==> config.mk <==
export PLATFORM = sky130hd
export DESIGN_NAME = dequant_lane_serializer
export DESIGN_NICKNAME = d
export VERILOG_FILES = /design/src/rtl/dequant_lane_serializer.sv
export SDC_FILE = /design/constraint.sdc
export NUM_CORES = 1
export LEC_CHECK = 0
export CAP_MARGIN = 10
export CORE_UTILIZATION = 57
export CTS_CLUSTER_SIZE = 30
export DETAILED_ROUTE_END_ITERATION = 7
export PLACE_DENSITY = 0.87
export SLEW_MARGIN = 20
export SYNTH_ARGS = -nofsm -noshare
export SYNTH_HDL_FRONTEND = slang
export SYNTH_SLANG_ARGS = --single-unit
export TNS_END_PERCENT = 30
==> constraint.sdc <==
create_clock -name clk -period 11.9 [get_ports clk]
set_clock_uncertainty 0.2 [all_clocks]
set_input_delay 2.38 -clock clk [delete_from_list [all_inputs] [get_ports clk]]
set_output_delay 2.38 -clock clk [all_outputs]
set_load 0.03 [all_outputs]
==> src/rtl/dequant_lane_serializer.sv <==
// Buffers 8-lane fp32 vectors from linear_dequant and replays them one lane per cycle.
// Latency: a vector written at edge N shows lane 0 on the output in cycle N+1 (no bypass).
// Backpressure: out_ready stalls the lane stream; vectors that arrive while full are dropped and flagged.
module dequant_lane_serializer #(
    parameter int DEPTH = 4
) (
    input  logic                     clk,
    input  logic                     rstn,
    input  logic                     enable,
    input  logic                     in_valid,
    input  logic [22:0]              in_man_0,
    input  logic [22:0]              in_man_1,
    input  logic [22:0]              in_man_2,
    input  logic [22:0]              in_man_3,
    input  logic [22:0]              in_man_4,
    input  logic [22:0]              in_man_5,
    input  logic [22:0]              in_man_6,
    input  logic [22:0]              in_man_7,
    input  logic [7:0]               in_exp_0,
    input  logic [7:0]               in_exp_1,
    input  logic [7:0]               in_exp_2,
    input  logic [7:0]               in_exp_3,
    input  logic [7:0]               in_exp_4,
    input  logic [7:0]               in_exp_5,
    input  logic [7:0]               in_exp_6,
    input  logic [7:0]               in_exp_7,
    input  logic                     in_sign_0,
    input  logic                     in_sign_1,
    input  logic                     in_sign_2,
    input  logic                     in_sign_3,
    input  logic                     in_sign_4,
    input  logic                     in_sign_5,
    input  logic                     in_sign_6,
    input  logic                     in_sign_7,
    input  logic                     out_ready,
    output logic                     out_valid,
    output logic [22:0]              out_man,
    output logic [7:0]               out_exp,
    output logic                     out_sign,
    output logic [2:0]               out_lane,
    output logic                     out_last,
    output logic [$clog2(DEPTH):0]   fifo_level,
    output logic                     overflow
);

    localparam int AW = $clog2(DEPTH);
    localparam logic [AW:0] FULL_CNT = DEPTH[AW:0];

    typedef struct packed {
        logic        sign;
        logic [7:0]  exp;
        logic [22:0] man;
    } lane_t;

    typedef lane_t [7:0] vec_t;

    vec_t            mem_q [DEPTH];
    vec_t            in_vec;
    lane_t           head;
    logic [AW-1:0]   wr_ptr_q, wr_ptr_d;
    logic [AW-1:0]   rd_ptr_q, rd_ptr_d;
    logic [AW:0]     count_q, count_d;
    logic [2:0]      lane_idx_q, lane_idx_d;
    logic            overflow_q, overflow_d;
    logic            full, beat, pop_vec, wr, drop;

    always_comb begin
        in_vec[0] = {in_sign_0, in_exp_0, in_man_0};
        in_vec[1] = {in_sign_1, in_exp_1, in_man_1};
        in_vec[2] = {in_sign_2, in_exp_2, in_man_2};
        in_vec[3] = {in_sign_3, in_exp_3, in_man_3};
        in_vec[4] = {in_sign_4, in_exp_4, in_man_4};
        in_vec[5] = {in_sign_5, in_exp_5, in_man_5};
        in_vec[6] = {in_sign_6, in_exp_6, in_man_6};
        in_vec[7] = {in_sign_7, in_exp_7, in_man_7};
    end

    // out_valid depends only on registered count, never on out_ready
    assign out_valid = (count_q != '0);
    assign full      = (count_q == FULL_CNT);
    assign beat      = out_valid & out_ready;
    assign pop_vec   = beat & (lane_idx_q == 3'd7);
    assign wr        = in_valid & enable & (~full | pop_vec);
    assign drop      = in_valid & enable & full & ~pop_vec;

    always_comb begin
        wr_ptr_d   = wr_ptr_q;
        rd_ptr_d   = rd_ptr_q;
        count_d    = count_q;
        lane_idx_d = lane_idx_q;
        overflow_d = overflow_q;
        if (beat) begin
            lane_idx_d = lane_idx_q + 3'd1;
        end
        if (pop_vec) begin
            rd_ptr_d = rd_ptr_q + 1'b1;
        end
        if (wr) begin
            wr_ptr_d = wr_ptr_q + 1'b1;
        end
        if (wr && !pop_vec) begin
            count_d = count_q + 1'b1;
        end else if (pop_vec && !wr) begin
            count_d = count_q - 1'b1;
        end
        if (drop) begin
            overflow_d = 1'b1;
        end
    end

    always_ff @(posedge clk or negedge rstn) begin
        if (!rstn) begin
            wr_ptr_q   <= '0;
            rd_ptr_q   <= '0;
            count_q    <= '0;
            lane_idx_q <= '0;
            overflow_q <= 1'b0;
        end else begin
            wr_ptr_q   <= wr_ptr_d;
            rd_ptr_q   <= rd_ptr_d;
            count_q    <= count_d;
            lane_idx_q <= lane_idx_d;
            overflow_q <= overflow_d;
        end
    end

    // Vector storage carries no reset; count gates every read
    always_ff @(posedge clk) begin
        if (wr) begin
            mem_q[wr_ptr_q] <= in_vec;
        end
    end

    assign head       = mem_q[rd_ptr_q][lane_idx_q];
    assign out_man    = out_valid ? head.man  : '0;
    assign out_exp    = out_valid ? head.exp  : '0;
    assign out_sign   = out_valid ? head.sign : 1'b0;
    assign out_lane   = out_valid ? lane_idx_q : '0;
    assign out_last   = out_valid & (lane_idx_q == 3'd7);
    assign fifo_level = count_q;
    assign overflow   = overflow_q;

endmodule

Word-level counts from Yosys, hierarchy flattened. Memories as Yosys holds them, arrays and structs flattened. Cells that the tools add are included.

Register bits after elaboration: 11. Bits in writable memories: 1024. Input port bits: 261. Output and inout port bits: 41. Word-level logic and storage cells: 40. Memories: 1.

Add/subtract/negate cells: 5. $lt $le $gt $ge: 1. Equal/unequal tests: 2. Multiplexer cells: 10. Bitwise logic cells: 10. Reduce and logical (&&, ||, !) cells: 6.

Memory list: mem_q (words 4, bits a word 256, read ports 1, clocked after memory_dff 0, write ports 1, line 57) `vec_t mem_q [DEPTH];`.

Operators by type and width (count): binary-select mux 32 bit (select 3 bit) (1); two-way mux 32 bit (1); two-way mux 23 bit (1); two-way mux 3 bit (3); two-way mux 8 bit (1); AND 1 bit (7); adder 3 x 1 -> 3 bit, second input constant (2); == test 3 bit, second input constant (2); adder 2 x 1 -> 2 bit, second input constant (2); less-than comparator 3 x 4 -> 1 bit, second input constant (1); two-way mux 1 bit (3); nonzero test 3 bit (1); subtractor 3 x 1 -> 3 bit, second input constant (1); logical AND 1 bit (2); logical NOT 1 bit (2); NOT 1 bit (2); nonzero test 2 bit (1); bitwise OR 1 bit (1).

Longest topological paths before layout. Gate-level depths: netlist of the first run.

Word-level depth: 9. Mapped depth: 10. Depth with buffers taken out: 10.

Worst setup path before layout of the first run. OpenSTA, ideal clock, no wires.

Path type: input -> register. From: in out_ready. To: mem mem_q[0][0] (netlist bit), enable pin. Library setup time: 649 ps. Arrival time: 8701 ps. Data required time: 11051 ps. Path slack: 2349 ps. Cell stages on the path: 3. Path buffers: 0. Cell sequence: nand2_1 > a31oi_1 > and2_1.

Cells in the longest elaborated chain, start to end: 6.

Ends and longest elaborated chain: from (decl) (line 35) `input logic out_ready,`; AND 1 bit (line 81) `assign beat = out_valid & out_ready;`; AND 1 bit (line 82) `assign pop_vec = beat & (lane_idx_q == 3'd7);`; bitwise OR 1 bit (line 83) `assign wr = in_valid & enable & (~full | pop_vec);`; AND 1 bit (line 83); named net wr (line 65) `logic full, beat, pop_vec, wr, drop;`; two-way mux 1 bit (line 129) `if (wr) begin`; two-way mux 1 bit (not written as such) (line 130) `mem_q[wr_ptr_q] <= in_vec;`; to (decl) (line 57).

The timed path passes the listed nets, and every way through them passes these cells.

Worst setup path after layout of the first run.
From: reg lane_idx_q[1]. To: out out_man[10].

Cells in the longest elaborated chain, start to end: 3.

Ends and longest elaborated chain: from (decl) (line 63) `logic [2:0] lane_idx_q, lane_idx_d;`; from (signal assigned) (line 122) `lane_idx_q <= lane_idx_d;`; binary-select mux 32 bit (select 3 bit) (line 134) `assign head = mem_q[rd_ptr_q][lane_idx_q];`; two-way mux 32 bit (not written as such) (line 134); two-way mux 23 bit (line 135) `assign out_man = out_valid ? head.man : '0;`; to (decl) (line 37) `output logic [22:0] out_man,`.

No other way between the ends. The select of a mux whose other input is x is not followed.

==> summary.md, run 1 <==
| Metric | Value |
|---|---|
| Root buffer cell | `clkbuf_16` |
| Slew Limit Fails | `0` |
| Row count | `95` |
| Maximum clock frequency | `0.1369 GHz` |
| Synth Instances | `1,651` |
| Core area | `67,750 um2` |
| Leakage power | `14.78 nW` |
| Leading area contributor after synthesis | `edfxtp_1` |
| Area grow syn2layout | `18.66%` |
| Residual overflow from global routing | `0` |
| Warnings from Yosys | `0` |
| Vias in the first global route | `19,680` |
| Max Cap Violations | `0` |
| Worst reg-to-reg setup slack | `6.40 ns` |
| Die height | `264.8 um` |
| Overall global routing resource usage | `0.2548` |
| DR vias/cell | `6.332` |
| CTS tree | `yes` |
| DRC errors left | `0` |
| First-pass GRT wire length | `128,600 um` |
| Comb power frac | `0.296` |
| CTS Buf Count | `101` |
| HP Class | `flop to flop` |
| Pwr Density | `241.3 nW/um2` |
| Post-DRT Antenna Nets | `0` |
| WHS Endpoint | `overflow` |
| Status | `finished clean` |
| Final GP Congestion | `0.7930` |
| Worst EP arrival | `4.72 ns` |
| Part of the power in registers | `0.413` |
| DRT Pass-1 Iters | `5` |
| Fin nets | `2,258` |
| CTS H-tree lvls | `3` |
| Post-synthesis xor/xnor area fraction | `0.001557` |
| Area after DPL | `43,240 um2` |
| Syn Area/Cell | `23.85 um2` |
| Post-synthesis adder-cell area fraction | `0.002733` |
| Antenna violations before repair | `33` |
| Worst slew margin | `0.1738` |
| Compound-Gate Fraction of Synth Area | `0.01402` |
| TNS Setup | `0 ns` |
| Fraction of layout cells with a size suffix above 1 | `0.2160` |
| IO Port Bufs | `301` |
| Share of total power in the clock network | `0.291` |
| Worst hold path depth | `1` |
| Most frequent cell after synthesis | `edfxtp_1` |
| Final instance area | `46,720 um2` |
| Pin count of the biggest net entering global routing | `165` |
| Mux contribution to synthesized area | `0.1636` |
| Clock Pin Slew Worst Setup and Hold Paths | `0.06 ns` |
| WS Path Type | `flop to output port` |
| # hold bufs at CTS | `0` |
| Crit path required time | `9.32 ns` |
| Synth cell count leaders | `edfxtp_1, mux4_2, mux2i_1, nand2_1` |
| Fin. Hold Viols | `0` |
| Tcrit/Tclk final | `0.6137` |
| Via count | `18,780` |
| Internal Pwr Total | `7.866 mW` |
| CTS Sinks | `1,035` |
| WL per Instance | `29.72 um` |
| VDD IR max | `0.1920 mV` |
| Mapped cell area | `39,370 um2` |
| Die ar. | `70,120 um2` |
| Crit-path max FO | `73` |
| Total Wirelength | `88,150 um` |
| Switch share | `0.3022` |
| Ys async rst share | `0.01063` |
| Die W | `264.8 um` |
| Least-Margin Pin Slew | `1.239 ns` |
| Number of DRC markers in iteration 0 | `1,879` |
| Count of final setup violators | `0` |
| Min-delay src | `overflow` |
| # fillers | `3,834` |
| Post-cts gate resize count | `0` |
| Buffer depth of the longest clock path | `3` |
| Post-Synth Simple-Gate Area | `0.01653` |
| Synth area leaders | `edfxtp_1, mux4_2, mux2i_1, o22a_1, dfrtp_1` |
| Main combinational cell family by area after synthesis | `multiplexers` |
| Post-CTS setup buffers | `0` |
| Initial core utilization | `0.5811` |
| Flip-flop and latch count after synthesis | `1,035` |
| Seq/Total Area, Yosys | `0.7880` |
| Primary FF master, synth | `edfxtp_1` |
| Yosys top cell area share | `0.7810` |
| Worst setup SP type | `flop` |
| FF-to-FF path depth | `7` |
| R2R Path End | `mem_q[0][112]` |
| Post-synthesis cell type count | `32` |
| Worst-Skew Late Latency | `0.64 ns` |
| Io pins | `302` |
| Post-layout min period | `7.303 ns` |
| Post-DP HPWL | `50,220 um` |
| RSZ-0062 raised after global routing | `no` |
| Syn Nets | `1,920` |
| Number of synthesized flops with an enable pin | `1,024` |
| Worst r2r src | `lane_idx_q[1]` |
| Psw | `3.407 mW` |
| Critical path capture point type | `output port` |
[cell usage in the layout (no fill, tap or decap), types with 7 or more instances in the layout]
master	instances
clkinv_2	20
buf_4	12
nand2b_1	32
nand2_1	36
clkbuf_1	10
bufinv_16	17
clkinv_1	22
buf_12	7
mux2i_1	64
clkdlybuf4s50_1	301
dfrtp_1	8
o22a_1	32
a22oi_1	32
nand4_1	34
clkbuf_16	102
clkinvlp_4	7
edfxtp_1	1024
diode_2	19
mux4_2	256
ha_1	7
[power groups by stage]
stage	Combinational, mW	Sequential (mW)	Clock [mW]
2_1_floorplan	2.31	4.68	0
3_3_place_gp	3.24	4.68	0
3_5_place_dp	3.30	4.72	0
4_1_cts	3.35	4.65	3.32
5_1_grt	3.50	4.68	3.45
6_report	3.34	4.65	3.28
[per-stage QoR]
stage                     setup WS, ns    util  power [mW]  std cells  hold slack, ns
after detailed placement         5.274  0.6382       8.017       2759          0.2706
after floorplan                  2.349       -       6.988       1651          0.3386
after global placement           5.378  0.6382       7.923       2759          0.2594
after global routing             4.507  0.6892       11.63       2957          0.3049
final                            4.597  0.6895       11.27       2966          0.2810
after CTS                        4.629  0.6888       11.33       2947          0.2888
[worst max-delay path, cell delays in order (launching register included)]
cell and delay (ns):
dfrtp_4 1.11, buf_4 0.85, nor3b_4 0.33, buf_4 0.52
a22oi_1 0.23, nand4_1 0.17, clkdlybuf4s50_1 0.74
[logic make-up (layout without fill, tap and decap cells)]
| group | count (synthesis) | count (layout) |
|---|---|---|
| other cells | 0 | 19 |
| fa+ha+maj | 8 | 8 |
| mux | 323 | 323 |
| flops | 1035 | 1035 |
| buf+inv | 91 | 514 |
| simple gates | 119 | 119 |
| compound gates | 68 | 68 |
| xor+xnor | 7 | 7 |
[state kept, by name, summed over array words and instances (netlist names)]
| register | cells |
|---|---|
| mem_q | 1024 |
| lane_idx_q | 3 |
| overflow | 1 |
| fifo_level | 3 |
| wr_ptr_q | 2 |
| rd_ptr_q | 2 |
[worst max path at each step]
stage / end / slack [ns] / start / cells past startpoint
after floorplan: mem_q[0][0] / 2.35 / out_ready / 3
after global placement: mem_q[0][16] / 5.38 / out_ready / 6
after detailed placement: mem_q[0][80] / 5.27 / out_ready / 6
after CTS: out_man[10] / 4.63 / lane_idx_q[1] / 6
after global routing: out_man[0] / 4.51 / lane_idx_q[1] / 6
final: out_man[10] / 4.60 / lane_idx_q[1] / 6
[final cells by class]
| type | count | area, um2 | share of cell area |
|---|---|---|---|
| clock buffer | 112 | 2590 | 0.05544 |
| multi-input combinational | 525 | 7844 | 0.1679 |
| timing repair buffer | 320 | 3243 | 0.06942 |
| inverter | 6 | 22.52 | 0.0004821 |
| tap | 873 | 1092 | 0.02338 |
| clock inverter | 76 | 843.3 | 0.01805 |
| antenna | 19 | 47.55 | 0.001018 |
| sequential | 1035 | 31040 | 0.6643 |
[per-layer routing]
layer,wire length [um],global-route usage,up-vias
met3,7877,0.06493,191
met1,33910,0.3460,9800
met2,43450,0.4031,970
met5,155,0,-
met4,2758,0.09733,24
li1,-,-,7795
Power figures use the tool's default switching activity.
==> run 2: changes to the inputs <==
Settings changed: CORE_UTILIZATION 57 to 52, PLACE_DENSITY 0.87 to 0.84.
Clock period 11.9 ns to 6.7 ns, I/O delays scaled along.
==> run 2 against run 1 <==
Count of clock-buffer cells in the layout is 20 higher. Largest power group unchanged. Utilization fell by 6.1 points. Cell count grew 3.8%.
==> summary.md, run 2 (same netlist as run 1, synthesis figures left out) <==
| Metric | Value |
|---|---|
| Post-layout min period | `5.453 ns` |
| Max Cap Violations | `0` |
| # hold bufs at CTS | `0` |
| Overall global routing resource usage | `0.2247` |
| Placed cells | `2,879` |
| Crit path required time | `5.16 ns` |
| Finished Layout Cells | `3,078` |
| R2R Path End | `mem_q[3][48]` |
| CTS Buf Count | `100` |
| Maximum clock frequency | `0.1834 GHz` |
| Vias in the first global route | `19,812` |
| Commonest non-fill, non-tap cell in the layout | `edfxtp_1` |
| Worst EP arrival | `3.91 ns` |
| WHS Endpoint | `overflow` |
| Slew Limit Fails | `0` |
| WHS | `0.2933 ns` |
| Core area | `74,700 um2` |
| # fillers | `4,716` |
| Fraction of layout cells with a size suffix above 1 | `0.2178` |
| Row count | `100` |
| Post-cts gate resize count | `0` |
| Tcrit/Tclk final | `0.8139` |
| Die W | `277.2 um` |
| CTS Sinks | `1,035` |
| Final GP Congestion | `0.7847` |
| Area grow syn2layout | `19.26%` |
| Commonest non-fill, non-tap cells in the layout | `edfxtp_1, clkdlybuf4s50_1, mux4_2, clkbuf_16, mux2i_1` |
| Worst hold path depth | `1` |
| Clock Pin Slew Worst Setup and Hold Paths | `0.06 ns` |
| First-pass GRT wire length | `126,200 um` |
| Worst setup SP type | `flop` |
| TNS Setup | `0 ns` |
| CTS tree | `yes` |
| Antenna violations before repair | `35` |
| Io pins | `302` |
| Fin. Hold Viols | `0` |
| VDD IR max | `0.3306 mV` |
| Total Wirelength | `85,730 um` |
| Die ar. | `76,820 um2` |
| Buffers and inverters on the worst path | `2` |
| FF-to-FF path depth | `7` |
| Least-Margin Pin Slew | `1.017 ns` |
| Top reg by flops | `mem_q` |
| Pwr Density | `420.3 nW/um2` |
| Die height | `277.2 um` |
| Critical path capture point type | `output port` |
| Multi-input logic area | `7844 um2` |
| DRC errors left | `0` |
| Post-DP HPWL | `52,120 um` |
| CTS H-tree lvls | `3` |
| Via count | `18,687` |
| Worst r2r src | `lane_idx_q[1]` |
| Slowest CP cell | `dfrtp_4` |
| CP Cell Sequence | `buf_4, mux4_2, mux2i_1, o22a_1, nand4_1, clkdlybuf4s50_1` |
| Crit-path max FO | `46` |
| WS Path Type | `flop to output port` |
| Number of DRC markers in iteration 0 | `1,797` |
| Register area | `31,040 um2` |
| Leakage power | `14.85 nW` |
| Residual overflow from global routing | `0` |
| Worst slew margin | `0.3221` |
| Fin nets | `2,281` |
| Largest register FFs | `1,024` |
| Min-delay src | `overflow` |
| IO Port Bufs | `301` |
| Pin count of the biggest net entering global routing | `65` |
| DR vias/cell | `6.071` |
| HP Class | `flop to flop` |
| Worst reg-to-reg setup slack | `2.12 ns` |
| Root buffer cell | `clkbuf_16` |
| Post-DRT Antenna Nets | `0` |
| Count of final setup violators | `0` |
| Post-CTS setup buffers | `0` |
| RSZ-0062 raised after global routing | `no` |
| CP top delay family | `buffers and inverters` |
| Power, Total | `19.73 mW` |
| Status | `finished clean` |
| Initial core utilization | `0.5271` |
| WL per Instance | `27.85 um` |
| Delay of the slowest critical-path stage | `0.90 ns` |
| Buffer depth of the longest clock path | `3` |
| DRT Pass-1 Iters | `5` |
| Worst-Skew Late Latency | `0.65 ns` |
[run 2: per-layer routing]
layer  routed length (um)  share of wire  global-route usage  vias to the layer above
li1                     -              -                   -                     7823
met2                42470           0.50              0.3615                      922
met5                  175         0.0020                   0                        -
met3                 7765          0.091             0.06344                      152
met1                33380           0.39              0.2972                     9762
met4                 1944          0.023             0.07664                       28
[run 2: worst register-to-register path: cells and delay by family, from the launching register on]
family | cells | cell delay, ns
compound gates | 1 | 0.68
simple gates | 2 | 0.93
flops | 1 | 0.90
buf+inv | 2 | 1.01
fa+ha+maj | 2 | 0.46
[run 2: worst max path at each step]
| stage | from | end | slack [ns] | depth (start not counted) |
|---|---|---|---|---|
| after floorplan | out_ready | mem_q[0][0] | -1.81 | 3 |
| after global placement | rd_ptr_q[1] | out_man[18] | 1.91 | 6 |
| after detailed placement | rd_ptr_q[1] | out_exp[2] | 1.88 | 6 |
| after CTS | rd_ptr_q[1] | out_exp[2] | 1.15 | 6 |
| after global routing | rd_ptr_q[1] | out_man[20] | 1.04 | 6 |
| final | lane_idx_q[1] | out_man[1] | 1.25 | 6 |
[run 2: cell type report]
class / instances / area share
Inverter: 6 / 0.0004797
Clock buffer: 132 / 0.05764
Antenna cell: 15 / 0.0007994
Sequential cell: 1035 / 0.6610
Timing Repair Buffer: 344 / 0.07584
Tap cell: 969 / 0.02582
Multi-Input combinational cell: 525 / 0.1671
Clock inverter: 52 / 0.01138
[run 2: metrics by stage]
step                  util  area [um2]  setup slack [ns]
floorplan                -       39370            -1.810
global placement    0.5847       43680             1.912
detailed placement  0.5847       43680             1.878
CTS                 0.6281       46920             1.146
global route        0.6285       46940             1.039
finish              0.6286       46950             1.247
[run 2: where the power goes]
group          internal, mW  leakage, nW  switching (mW)  total (mW)
combinational          2.72         3.86            3.25        5.97
sequential             7.86         9.41           0.372        8.23
clock                  3.23         1.58            2.31        5.54
total                  13.8         14.8            5.93        19.7
==> run 3: changes to the inputs <==
Clock period 6.7 ns to 4.9 ns, I/O delays scaled along.
==> run 3 against run 2 <==
Worst setup slack worse by 1.2 ns. Via count is 1.6% higher. Global-route usage is 1.1 points higher. Worst hold slack worse by 0.0035 ns. Non-clock buffer count is 27 higher. Flip-flop and latch count stayed put. Sequential share of layout area is 0.48 points lower. Wire length is 4.3% higher. Largest power group unchanged.
==> summary.md, run 3 (same netlist as run 1, synthesis figures left out) <==
| Metric | Value |
|---|---|
| Largest register FFs | `1,024` |
| Vias in the first global route | `19,869` |
| Tcrit/Tclk final | `0.9809` |
| Least-Margin Pin Slew | `0.7873 ns` |
| Utilization after layout | `0.6332` |
| Status | `finished clean` |
| Worst-Skew Late Latency | `0.65 ns` |
| Area after DPL | `44,040 um2` |
| HP Class | `flop to flop` |
| Post-DP HPWL | `55,200 um` |
| Die W | `277.2 um` |
| CTS H-tree lvls | `3` |
| Io pins | `302` |
| Worst EP arrival | `3.63 ns` |
| DR vias/cell | `6.116` |
| Core area | `74,700 um2` |
| Area grow syn2layout | `20.13%` |
| Final GP Congestion | `0.7830` |
| Top reg by flops | `mem_q` |
| CTS Buf Count | `97` |
| Root buffer cell | `clkbuf_16` |
| Row count | `100` |
| Pin count of the biggest net entering global routing | `67` |
| Worst setup SP type | `flop` |
| IO Port Bufs | `301` |
| Pwr Density | `574.7 nW/um2` |
| Met1 Use GR | `0.3156` |
| Clock Pin Slew Worst Setup and Hold Paths | `0.06 ns` |
| CTS tree | `yes` |
| Fin. Hold Viols | `0` |
| Final instance area | `47,300 um2` |
| Antenna violations before repair | `37` |
| Die height | `277.2 um` |
| Critical path capture point type | `output port` |
| Post-DRT Antenna Nets | `0` |
| DRT Pass-1 Iters | `5` |
| Max Cap Violations | `0` |
| Maximum clock frequency | `0.2081 GHz` |
| Count of final setup violators | `0` |
| Total Wirelength | `89,460 um` |
| Leakage power | `15.04 nW` |
| Top Usage Layer GRT | `met2` |
| RSZ-0062 raised after global routing | `no` |
| Fraction of layout cells with a size suffix above 1 | `0.2297` |
| Crit path required time | `3.72 ns` |
| Power, Total | `27.18 mW` |
| Worst slew margin | `0.4751` |
| Post-layout min period | `4.806 ns` |
| Via count | `18,990` |
| Number of DRC markers in iteration 0 | `1,829` |
| Commonest non-fill, non-tap cell in the layout | `edfxtp_1` |
| Grt met3 use | `0.06344` |
| WL per Instance | `28.81 um` |
| Die ar. | `76,820 um2` |
| GR Layer Usage met2 | `0.3696` |
| VDD IR max | `0.4839 mV` |
| Initial core utilization | `0.5271` |
| Buffer depth of the longest clock path | `3` |
| CTS Sinks | `1,035` |
| # fillers | `4,580` |
| WS Path Type | `flop to output port` |
| Commonest non-fill, non-tap cells in the layout | `edfxtp_1, clkdlybuf4s50_1, mux4_2, clkbuf_16, mux2i_1` |
| Crit-path max FO | `28` |
| Slew Limit Fails | `0` |
| DRC errors left | `0` |
| First-pass GRT wire length | `131,000 um` |
| Fin nets | `2,305` |
| Residual overflow from global routing | `0` |
| Overall global routing resource usage | `0.2355` |
run 3: changes by cell type in the layout (fill, tap and decap cells not counted), moves of 2 or more:
cell	previous run	this run
dlymetal6s2s_1	0	2
clkbuf_1	27	17
clkinv_1	17	20
buf_12	18	33
diode_2	15	20
clkinv_2	16	22
buf_4	25	36
clkbuf_16	103	98
clkdlybuf4s50_1	301	299
run 3: area by class of cell:
type                    count  area, um2  area share
multi-input cells         525       7865      0.1663
diodes                     20      50.05    0.001058
inverters                   6      22.52   0.0004762
well taps                 969       1212     0.02563
clock buffers             117       2544     0.05378
repair buffers            371       3976     0.08407
clock inverters            62      589.3     0.01246
flip-flops and latches   1035      31040      0.6562
run 3: where the power goes:
group          switching, mW  total, mW  internal (mW)
registers              0.440       11.2           10.7
clock network           3.17       7.40           4.23
logic                   4.70       8.60           3.90
total                   8.30       27.2           18.9
run 3: metrics by stage:
step / worst slack (ns) / TNS [ns] / cells / hold WS [ns]
after floorplan: -0.4087 / -418.53 / 1651 / 0.3386
after global placement: 0.6780 / 0 / 2904 / 0.2930
after detailed placement: 0.6002 / 0 / 2904 / 0.2673
after CTS: 0.007402 / 0 / 3085 / 0.2845
after global routing: 0.01176 / 0 / 3103 / 0.3250
final: 0.09357 / 0 / 3105 / 0.2898
run 3: final timing paths:
kind | slack (ns) | from | endpoint | cells past startpoint
hold reg to reg | 0.29 | overflow | overflow | 1
min in group asynchronous | 0.49 | rstn | fifo_level[2] | 1
setup / recovery | 0.09 | rd_ptr_q[1] | out_man[9] | 6
max in group asynchronous | 3.60 | rstn | rd_ptr_q[0] | 1
hold / removal | 0.29 | overflow | overflow | 1
setup reg to reg | 1.02 | lane_idx_q[1] | mem_q[3][12] | 7
run 3: timing repair:
item / in CTS / in global routing
resized for setup: 0 / 6
hold endpoints to repair: 0 / 0
hold buffers: 0 / 0
buffers inserted: 2 / 0
setup endpoints to repair: 26 / 7
run 3: per-layer routing:
metal / part of all wire / vias up / routed length [um]
met5: 0.0024 / - / 215
met4: 0.028 / 36 / 2512
met3: 0.096 / 168 / 8571
met2: 0.49 / 993 / 44180
met1: 0.38 / 9900 / 33970
li1: - / 7893 / -
run 3: worst max-delay path, stage by stage, from the launching register on:
cell             delay (ns)
dfrtp_4                0.68
buf_4                  0.26
buf_4                  0.42
mux4_2                 0.37
a22oi_1                0.22
nand4_1                0.25
clkdlybuf4s50_1        0.74
